===== config.mk =====
export PLATFORM = sky130hd
export DESIGN_NAME = nco_sweep_ctrl
export DESIGN_NICKNAME = d
export VERILOG_FILES = /design/src/rtl/nco_ctrl_pkg.sv /design/src/rtl/nco_sweep_ctrl_p2p_meter.sv /design/src/rtl/nco_sweep_ctrl.sv
export SDC_FILE = /design/constraint.sdc
export NUM_CORES = 1
export LEC_CHECK = 0
export ABC_AREA = 1
export BUFFER_PORTS_ARGS = -buffer_cell sky130_fd_sc_hd__buf_2
export CORE_UTILIZATION = 45
export CTS_CLUSTER_DIAMETER = 100
export DETAILED_ROUTE_END_ITERATION = 8
export PLACE_DENSITY = 0.65
export SLEW_MARGIN = 20
export SYNTH_ARGS = -nofsm -noshare
export SYNTH_HDL_FRONTEND = slang
export SYNTH_SLANG_ARGS = --single-unit

===== constraint.sdc =====
create_clock -name clk -period 5.54 [get_ports clk]
set_input_delay 0.277 -clock clk [delete_from_list [all_inputs] [get_ports clk]]
set_output_delay 0.277 -clock clk [all_outputs]
set_load 0.01 [all_outputs]

===== src/rtl/nco_ctrl_pkg.sv =====
// Shared types and constants for the NCO sweep controller: state encoding,
// default datapath widths and the min/max tracker seed values.
package nco_ctrl_pkg;

    localparam int INCR_W_DEF   = 32;
    localparam int SAMPLE_W_DEF = 16;

    // Tracker seeds: min starts at most-positive, max at most-negative.
    localparam logic signed [SAMPLE_W_DEF-1:0] MIN_INIT = 16'sh7FFF;
    localparam logic signed [SAMPLE_W_DEF-1:0] MAX_INIT = 16'sh8000;

    typedef enum logic [2:0] {
        IDLE    = 3'd0,
        LOAD    = 3'd1,
        SETTLE  = 3'd2,
        MEASURE = 3'd3,
        REPORT  = 3'd4,
        DONE    = 3'd5
    } state_t;

endpackage


===== src/rtl/nco_sweep_ctrl_p2p_meter.sv =====
// Peak-to-peak window meter: tracks signed min/max over `count` valid samples
// and flags the sample that closes the window, with the amplitude including it.
module p2p_meter
    import nco_ctrl_pkg::*;
#(
    parameter int SAMPLE_W = SAMPLE_W_DEF
) (
    input  logic                       clk,
    input  logic                       rst,
    input  logic                       clear,
    input  logic                       enable,
    input  logic                       sample_valid,
    input  logic signed [SAMPLE_W-1:0] sample,
    input  logic [15:0]                count,
    output logic [SAMPLE_W:0]          amplitude,
    output logic                       window_done
);

    localparam logic signed [SAMPLE_W-1:0] MIN_SEED = {1'b0, {(SAMPLE_W-1){1'b1}}};
    localparam logic signed [SAMPLE_W-1:0] MAX_SEED = {1'b1, {(SAMPLE_W-1){1'b0}}};

    logic signed [SAMPLE_W-1:0] min_reg, max_reg;
    logic signed [SAMPLE_W-1:0] min_next, max_next;
    logic [15:0]                cnt_reg;
    logic                       take;

    // Amplitude reflects the current sample so the closing sample is counted.
    always_comb begin
        take        = enable && sample_valid;
        min_next    = min_reg;
        max_next    = max_reg;
        if (take && (sample < min_reg)) min_next = sample;
        if (take && (sample > max_reg)) max_next = sample;
        amplitude   = {max_next[SAMPLE_W-1], max_next} - {min_next[SAMPLE_W-1], min_next};
        window_done = take && (cnt_reg == (count - 16'd1));
    end

    always_ff @(posedge clk) begin
        if (rst || clear) begin
            min_reg <= MIN_SEED;
            max_reg <= MAX_SEED;
            cnt_reg <= '0;
        end else if (take) begin
            min_reg <= min_next;
            max_reg <= max_next;
            cnt_reg <= cnt_reg + 16'd1;
        end
    end

endmodule


===== src/rtl/nco_sweep_ctrl.sv =====
// NCO sweep sequencer: owns angle_incr, steps it through a sweep and reports
// per-step peak-to-peak amplitude. SWEEP_PEAK_TRACK_EN adds peak_idx/peak_ampl.
module nco_sweep_ctrl
    import nco_ctrl_pkg::*;
#(
    parameter int INCR_W         = INCR_W_DEF,
    parameter int SAMPLE_W       = SAMPLE_W_DEF,
    parameter int SETTLE_SAMPLES = 256,
    parameter int MEAS_SAMPLES   = 4096
) (
    input  logic                       clk,
    input  logic                       rst,
    input  logic                       host_incr_set,
    input  logic [INCR_W-1:0]          host_incr,
    input  logic                       start,
    input  logic                       abort,
    input  logic [INCR_W-1:0]          incr_start,
    input  logic [INCR_W-1:0]          incr_step,
    input  logic [15:0]                num_steps,
    input  logic                       sample_valid,
    input  logic signed [SAMPLE_W-1:0] sample,
    output logic [INCR_W-1:0]          angle_incr,
    output logic                       busy,
    output logic                       result_valid,
    output logic [15:0]                result_idx,
    output logic [SAMPLE_W:0]          result_ampl,
`ifdef SWEEP_PEAK_TRACK_EN
    output logic [15:0]                peak_idx,
    output logic [SAMPLE_W:0]          peak_ampl,
`endif
    output logic                       done
);

    localparam logic [15:0] SETTLE_LAST = 16'(SETTLE_SAMPLES - 1);
    localparam logic [15:0] MEAS_LEN    = 16'(MEAS_SAMPLES);

    state_t              state_reg, state_next;
    logic [INCR_W-1:0]   cur_incr_reg, incr_step_reg, angle_incr_reg;
    logic [15:0]         num_steps_reg, step_reg, settle_cnt_reg;
    logic                busy_reg, result_valid_reg, done_reg;
    logic [15:0]         result_idx_reg;
    logic [SAMPLE_W:0]   result_ampl_reg;
    logic [SAMPLE_W:0]   meter_ampl;
    logic                window_done;
    logic                last_step;

    p2p_meter #(.SAMPLE_W(SAMPLE_W)) u_meter (
        .clk          (clk),
        .rst          (rst),
        .clear        (state_reg != MEASURE),
        .enable       (state_reg == MEASURE),
        .sample_valid (sample_valid),
        .sample       (sample),
        .count        (MEAS_LEN),
        .amplitude    (meter_ampl),
        .window_done  (window_done)
    );

    always_comb begin
        state_next = state_reg;
        last_step  = ({1'b0, step_reg} + 17'd1) == {1'b0, num_steps_reg};
        unique case (state_reg)
            IDLE:    if (start) state_next = (num_steps == 16'd0) ? DONE : LOAD;
            LOAD:    state_next = abort ? DONE : SETTLE;
            SETTLE:  if (abort) state_next = DONE;
                     else if (sample_valid && (settle_cnt_reg == SETTLE_LAST)) state_next = MEASURE;
            MEASURE: if (abort) state_next = DONE;
                     else if (window_done) state_next = REPORT;
            REPORT:  state_next = (abort || last_step) ? DONE : LOAD;
            DONE:    state_next = IDLE;
            default: state_next = IDLE;
        endcase
    end

    always_ff @(posedge clk) begin
        if (rst) begin
            state_reg        <= IDLE;
            cur_incr_reg     <= '0;
            incr_step_reg    <= '0;
            num_steps_reg    <= '0;
            step_reg         <= '0;
            settle_cnt_reg   <= '0;
            angle_incr_reg   <= '0;
            busy_reg         <= 1'b0;
            result_valid_reg <= 1'b0;
            result_idx_reg   <= '0;
            result_ampl_reg  <= '0;
            done_reg         <= 1'b0;
        end else begin
            state_reg        <= state_next;
            result_valid_reg <= (state_reg == MEASURE) && (state_next == REPORT);
            done_reg         <= (state_reg == DONE);
            unique case (state_reg)
                IDLE: begin
                    if (start) begin
                        cur_incr_reg  <= incr_start;
                        incr_step_reg <= incr_step;
                        num_steps_reg <= num_steps;
                        step_reg      <= '0;
                        busy_reg      <= (num_steps != 16'd0);
                    end else if (host_incr_set) begin
                        angle_incr_reg <= host_incr;
                    end
                end
                LOAD: begin
                    if (!abort) angle_incr_reg <= cur_incr_reg;
                    settle_cnt_reg <= '0;
                end
                SETTLE: if (sample_valid) settle_cnt_reg <= settle_cnt_reg + 16'd1;
                MEASURE: begin
                    if (state_next == REPORT) begin
                        result_ampl_reg <= meter_ampl;
                        result_idx_reg  <= step_reg;
                    end
                end
                REPORT: begin
                    if (state_next == LOAD) begin
                        cur_incr_reg <= cur_incr_reg + incr_step_reg;
                        step_reg     <= step_reg + 16'd1;
                    end
                end
                DONE:    busy_reg <= 1'b0;
                default: ;
            endcase
        end
    end

`ifdef SWEEP_PEAK_TRACK_EN
    logic [15:0]       peak_idx_reg;
    logic [SAMPLE_W:0] peak_ampl_reg;

    // Strict compare keeps the earliest step when maxima tie.
    always_ff @(posedge clk) begin
        if (rst || (state_reg == IDLE && start)) begin
            peak_idx_reg  <= '0;
            peak_ampl_reg <= '0;
        end else if (state_reg == REPORT && result_ampl_reg > peak_ampl_reg) begin
            peak_idx_reg  <= result_idx_reg;
            peak_ampl_reg <= result_ampl_reg;
        end
    end

    assign peak_idx  = peak_idx_reg;
    assign peak_ampl = peak_ampl_reg;
`endif

    assign angle_incr   = angle_incr_reg;
    assign busy         = busy_reg;
    assign result_valid = result_valid_reg;
    assign result_idx   = result_idx_reg;
    assign result_ampl  = result_ampl_reg;
    assign done         = done_reg;

endmodule

After elaboration in Yosys (flattened, before gate mapping)
Cells that the tools add are included.
{"block": "word_totals", "ff_bits": 231, "output_inout_bits": 68, "word_cells": 86}
{"block": "op_classes", "addsub": 6, "n_lt_le_gt_ge": 2, "n_eq_ne": 17, "mux": 25, "n_reduce_logical": 21}
{"operator": "2-to-1 mux 32 bit", "n": 5}
{"operator": "one-hot mux 32 bit (2 select lines)", "n": 2}
{"operator": "2-to-1 mux 16 bit", "n": 5}
{"operator": "one-hot mux 16 bit (2 select lines)", "n": 2}
{"operator": "adder 16 x 1 -> 16 bit, second input constant", "n": 3}
{"operator": "adder 32 bit", "n": 1}
{"operator": "2-to-1 mux 3 bit", "n": 8}
{"operator": "adder 16 x 1 -> 17 bit, second input constant", "n": 1}
{"operator": "== test 17 x 16 -> 1 bit", "n": 1}
{"operator": "subtractor 16 x 16 -> 17 bit", "n": 1}
{"operator": "== test 16 x 12 -> 1 bit, second input constant", "n": 1}
{"operator": "== test 16 x 8 -> 1 bit, second input constant", "n": 1}
{"operator": "> comparator 16 bit", "n": 1}
{"operator": "logical NOT 16 bit", "n": 1}
{"operator": "< comparator 16 bit", "n": 1}
{"operator": "nonzero test 16 bit", "n": 1}
{"operator": "one-hot mux 3 bit (5 select lines)", "n": 1}
{"operator": "inequality test 2 bit, second input constant", "n": 6}
{"operator": "== test 3 bit, second input constant", "n": 3}
{"operator": "AND reduction 2 bit", "n": 4}
{"operator": "nonzero test 2 bit", "n": 4}
{"operator": "== test 3 x 1 -> 1 bit, second input constant", "n": 2}
{"operator": "== test 3 x 2 -> 1 bit, second input constant", "n": 2}
{"operator": "logical AND 1 bit", "n": 6}
{"operator": "7 further kinds", "n": 8}

Longest topological paths before layout
{"block": "logic_depth", "word_depth": 9, "depth_mapped": 27, "mapped_depth_nobuf": 26}

By module
From an unflattened synthesis, not the netlist that was laid out.
{"block": "unflattened", "cells_unflattened": 2213, "area_unflattened_um2": 14468.9}
{"module": "nco_sweep_ctrl", "instances": 1, "cells_each": 1557, "area_each_um2": 10149.7, "seq_area_each_um2": 3663.5}
{"module": "p2p_meter", "instances": 1, "cells_each": 656, "area_each_um2": 4319.1, "seq_area_each_um2": 960.9}

Least setup slack after synthesis
Ideal clock, no wire load.
{"block": "synth_timing", "kind": "reg2reg", "startpoint": "register u_meter.max_reg[9]", "endpoint": "register result_ampl_reg[12], in the netlist result_ampl[12]", "setup_time_ns": 0.116, "arrival_time_ns": 3.528, "setup_slack_ns": 1.896, "path_stages_with_launch": 27, "path_buffers": 1, "path_cell_list": "dfxtp_1 inv_1 ha_1 a21oi_1 nor2_1 a211oi_1 nor2_1 a211oi_1 nand3_1 nand3_1 clkbuf_1 nor2_1 a21oi_1 ha_1 inv_1 fa_1 nand3_1 nand2_1 a21oi_1 o21ai_0 a21oi_1 o21bai_1 nand3_1 nand2_1 nand2_1 nand3_1 o211a_1"}
{"block": "synth_between", "elab_chain_cells": 4}
{"item": "start, declared", "line_no": "nco_sweep_ctrl_p2p_meter.sv:22", "rtl": "logic signed [SAMPLE_W-1:0] min_reg, max_reg;"}
{"item": "start signal, assigned", "line_no": "nco_sweep_ctrl_p2p_meter.sv:45", "rtl": "max_reg <= max_next;"}
{"item": "> comparator 16 bit", "line_no": "nco_sweep_ctrl_p2p_meter.sv:33", "rtl": "if (take && (sample > max_reg)) max_next = sample;"}
{"item": "logical AND 1 bit", "line_no": "nco_sweep_ctrl_p2p_meter.sv:33"}
{"item": "2-to-1 mux 16 bit (*)", "line_no": "nco_sweep_ctrl_p2p_meter.sv:33"}
{"item": "subtractor 16 x 16 -> 17 bit (*)", "line_no": "nco_sweep_ctrl_p2p_meter.sv:34", "rtl": "amplitude = {max_next[SAMPLE_W-1], max_next} - {min_next[SAMPLE_W-1], min_next};"}
{"item": "end signal, assigned", "line_no": "nco_sweep_ctrl.sv:112", "rtl": "result_ampl_reg <= meter_ampl;"}
{"item": "end, declared", "line_no": "nco_sweep_ctrl.sv:42", "rtl": "logic [SAMPLE_W:0] result_ampl_reg;"}
Mark *: on every way between the ends. The rest lies on a longest branch, timed or not.
A chain may end at the register's enable or synchronous reset.

Final worst setup path
Ends and elaborated chain as after synthesis.

==> run_results.csv <==
group,metric,value,unit
status,status,"complete, no violations",
floorplan,die_h,175,um
placement,gp_congestion,0.911,
sta,finalCriticalPeriod,4.33,ns
grt,grt.total_usage,0.261,
critical_path,startpoint,"u_meter.max_reg[9]",
detailed_routing,drcViolationCount,0,
critical_path,crit_path_frequent_cell,"nand3_1",
critical_path,max_stage_delay,0.46,ns
placement,placed_cells,2493,
synth,synthAdderAreaFrac,0.0784,
grt,grt_pass1_vias,12900,
sta,fin_crit_sh,0.782,
sta,setup_viol,0,
worst_hold_path,min_from,"host_incr[17]",
synth,synth_top_family_by_area,"simple AND/OR/NAND/NOR gates",
worst_hold_path,min_path_type,"in2reg",
floorplan,die_area,30500,um2
synth,synthCells,1976,
critical_path,critPathKind,"reg2reg",
floorplan,fp.coreArea,29000,um2
clock_tree,post-cts-setup-buffers,0,
critical_path,endpoint_kind,"register",
grt,grt_remaining_overflow,0,
pwr,pwr_density_cell,299,nW/um2
detailed_routing,wl,40700,um
pwr,peakVddDrop,0.000223,V
pwr,p_total,4850,uW
sta,tightest_slew,1.03,ns
placement,hpwl,29100,um
synth,yosys.area_share.simple,0.289,
final_layout,drive_gt1_frac,0.135,
synth,ys_seq_area_frac,0.344,
sta,finalSetupTns,0,ns
grt,antenna_found_initial,0,
sta,final_max_slew_viol_count,0,
synth,synth_area_leader_cell,"dfxtp_1",
synth,ys_ff_latch,231,
placement,port_buffers,201,
critical_path,crit_buf_inv,2,
critical_path,critPathTopFamily,"compound AO/OA/AOI/OAI gates",
grt,grt_max_degree,95,
detailed_routing,drtIter0Drc,973,
synth,synthTopCellsByCount,"494 x nand2_1, 231 x dfxtp_1, 199 x nor2_1",
final_layout,final_cells,2600,
clock_tree,cts.repair.resized,0,
synth,muxShareOfSynthArea,0.00224,
sta,rsz0062_at_grt,"false",
final_layout,insertedDiodeCount,0,
critical_path,crit_required,5.97,ns
clock_tree,cts_made_buffers,27,
floorplan,num_rows,62,
sta,slew_headroom,0.314,
sta,hold_viol_final,0,
floorplan,die_w,175,um
pwr,p_leak,0.00763,uW
synth,synth-main-ff-cell,"dfxtp_1",
synth,synth_edf_count,0,
detailed_routing,first_pass_iters,5,
sta,skew,0.0149,ns
synth,yosysMostFrequentCell,"nand2_1",
final_layout,area_delta_synth_final,21.0,%
detailed_routing,postRouteAntennaNets,0,
critical_path,slowest_stage,"nand3_1",
job,cap_viol_max_count,0,
grt,grt_pass1_wl,65300,um
clock_tree,cts.sinks,231,
detailed_routing,wl_per_cell,15.6,um
synth,synth-xor-area-share,0.0177,
critical_path,crit_arrival,4.76,ns
synth,synth_warnings,0,
synth,synth_cell_type_count,53,
floorplan,initial_core_util,0.463,
clock_tree,cts-root-buf,"clkbuf_16",
clock_tree,clk_pin_slew_worst_paths,0.06,ns
synth,ys_async_sr_fraction,0,
sta,fmax,0.231,GHz
sta,fin_hold_ws,0.0144,ns
synth,netlist_area,13400,um2
clock_tree,clk_latency,0.55,ns
final_layout,fin_nets,2412,
synth,synth_compound_area_frac,0.188,
synth,synth_top_area_share,0.344,
clock_tree,cts_tree,"done",
clock_tree,ctsLongestPathBuffers,3,
critical_path,cp-start-kind,"register",
synth,synth_area_leaders,"dfxtp_1 34%, nand2_1 14%, ha_1 7.5%",
critical_path,critPathMaxFanout,19,
synth,synth_nets,2193,
clock_tree,htreeDepth,1,
synth,synth.avg_cell_area,6.80,um2
critical_path,reg2reg_from,"u_meter.max_reg[9]",
floorplan,io_pins,202,
detailed_routing,viasPerCell,5.32,
detailed_routing,vias,13800,
final timing paths:
| kind | to | slack [ns] | depth (start not counted) |
|---|---|---|---|
| worst min register to register | u_meter.cnt_reg[8] | 0.47 | 2 |
| worst max-delay path | result_ampl[12] | 1.21 | 25 |
| worst max register to register | result_ampl[12] | 1.21 | 25 |
| worst min-delay path | angle_incr[17] | 0.01 | 3 |
cell families after synthesis:
| logic type | count (synthesis) |
|---|---|
| buf+inv | 274 |
| compound gates | 453 |
| fa+ha+maj | 83 |
| flops | 231 |
| simple gates | 908 |
| xor+xnor | 24 |
| mux | 3 |
cell type report:
type | count | area, um2
inverters | 192 | 721
well taps | 384 | 480
multi-input cells | 1471 | 7750
clock buffers | 38 | 787
fillers | 2878 | 12800
repair buffers | 272 | 1680
flip-flops and latches | 231 | 4620
clock inverters | 12 | 201
layer usage:
layer  GRT usage  vias to the layer above  routed length [um]
met3      0.0309                       62                2260
met1       0.375                     6320               19800
li1            -                     7030                   -
met2       0.413                      415               17600
met4      0.0638                        0                 960
met5           0                        -                   0
worst register-to-register path, delay by kind of cell, from the launching register on:
| kind | cells | cell delay [ns] |
|---|---|---|
| flip-flops | 1 | 0.33 |
| buffers and inverters | 2 | 0.10 |
| AND/OR/NAND/NOR | 11 | 1.26 |
| AO/OA/AOI/OAI | 9 | 1.65 |
| adder cells (fa/ha/maj) | 3 | 0.86 |
power by group:
group | switching, uW | internal [uW]
sequential | 100 | 1790
combinational | 626 | 370
clock | 740 | 1220
total | 1470 | 3390
cell usage in the layout, fill, tap and decap left out, types with 3 or more instances in the layout:
cell type and count:
xor2_1 10, nand3b_1 29, a21boi_0 6, ha_1 81, nor3_1 19, o21bai_1 7, or2_2 12, inv_6 3
a31oi_1 36, inv_2 7, o21ai_0 148, and2_1 3, nor4_1 8, clkbuf_8 7, nand4_1 23, a21oi_1 188
dlygate4sd3_1 57, nor2_2 3, mux2i_1 3, o211ai_1 4, clkbuf_1 4, bufinv_16 5, a211oi_1 29, a21o_1 13
nand2_2 3, nor2_1 198, o21a_1 4, o2111ai_1 3, inv_1 183, nand2_1 493, nand2_4 3, nand3_1 101
o21ai_1 4, buf_4 14, dfxtp_1 231, nor2_4 4, buf_2 201, clkbuf_16 27, xnor2_1 12
per-stage QoR:
stage	util	setup slack, ns	cell area (um2)
2_1_floorplan	-	1.90	13400
3_3_place_gp	0.506	1.27	14700
3_5_place_dp	0.506	1.21	14700
4_1_cts	0.560	1.24	16300
5_1_grt	0.560	0.850	16300
6_report	0.560	1.21	16300
what timing repair did:
item                                    in CTS  in global routing
hold buffers                                57                  0
hold endpoints to repair                    57                  0
endpoints found under the setup margin       0                  0
Note: power is estimated with default switching activity, not from simulation.
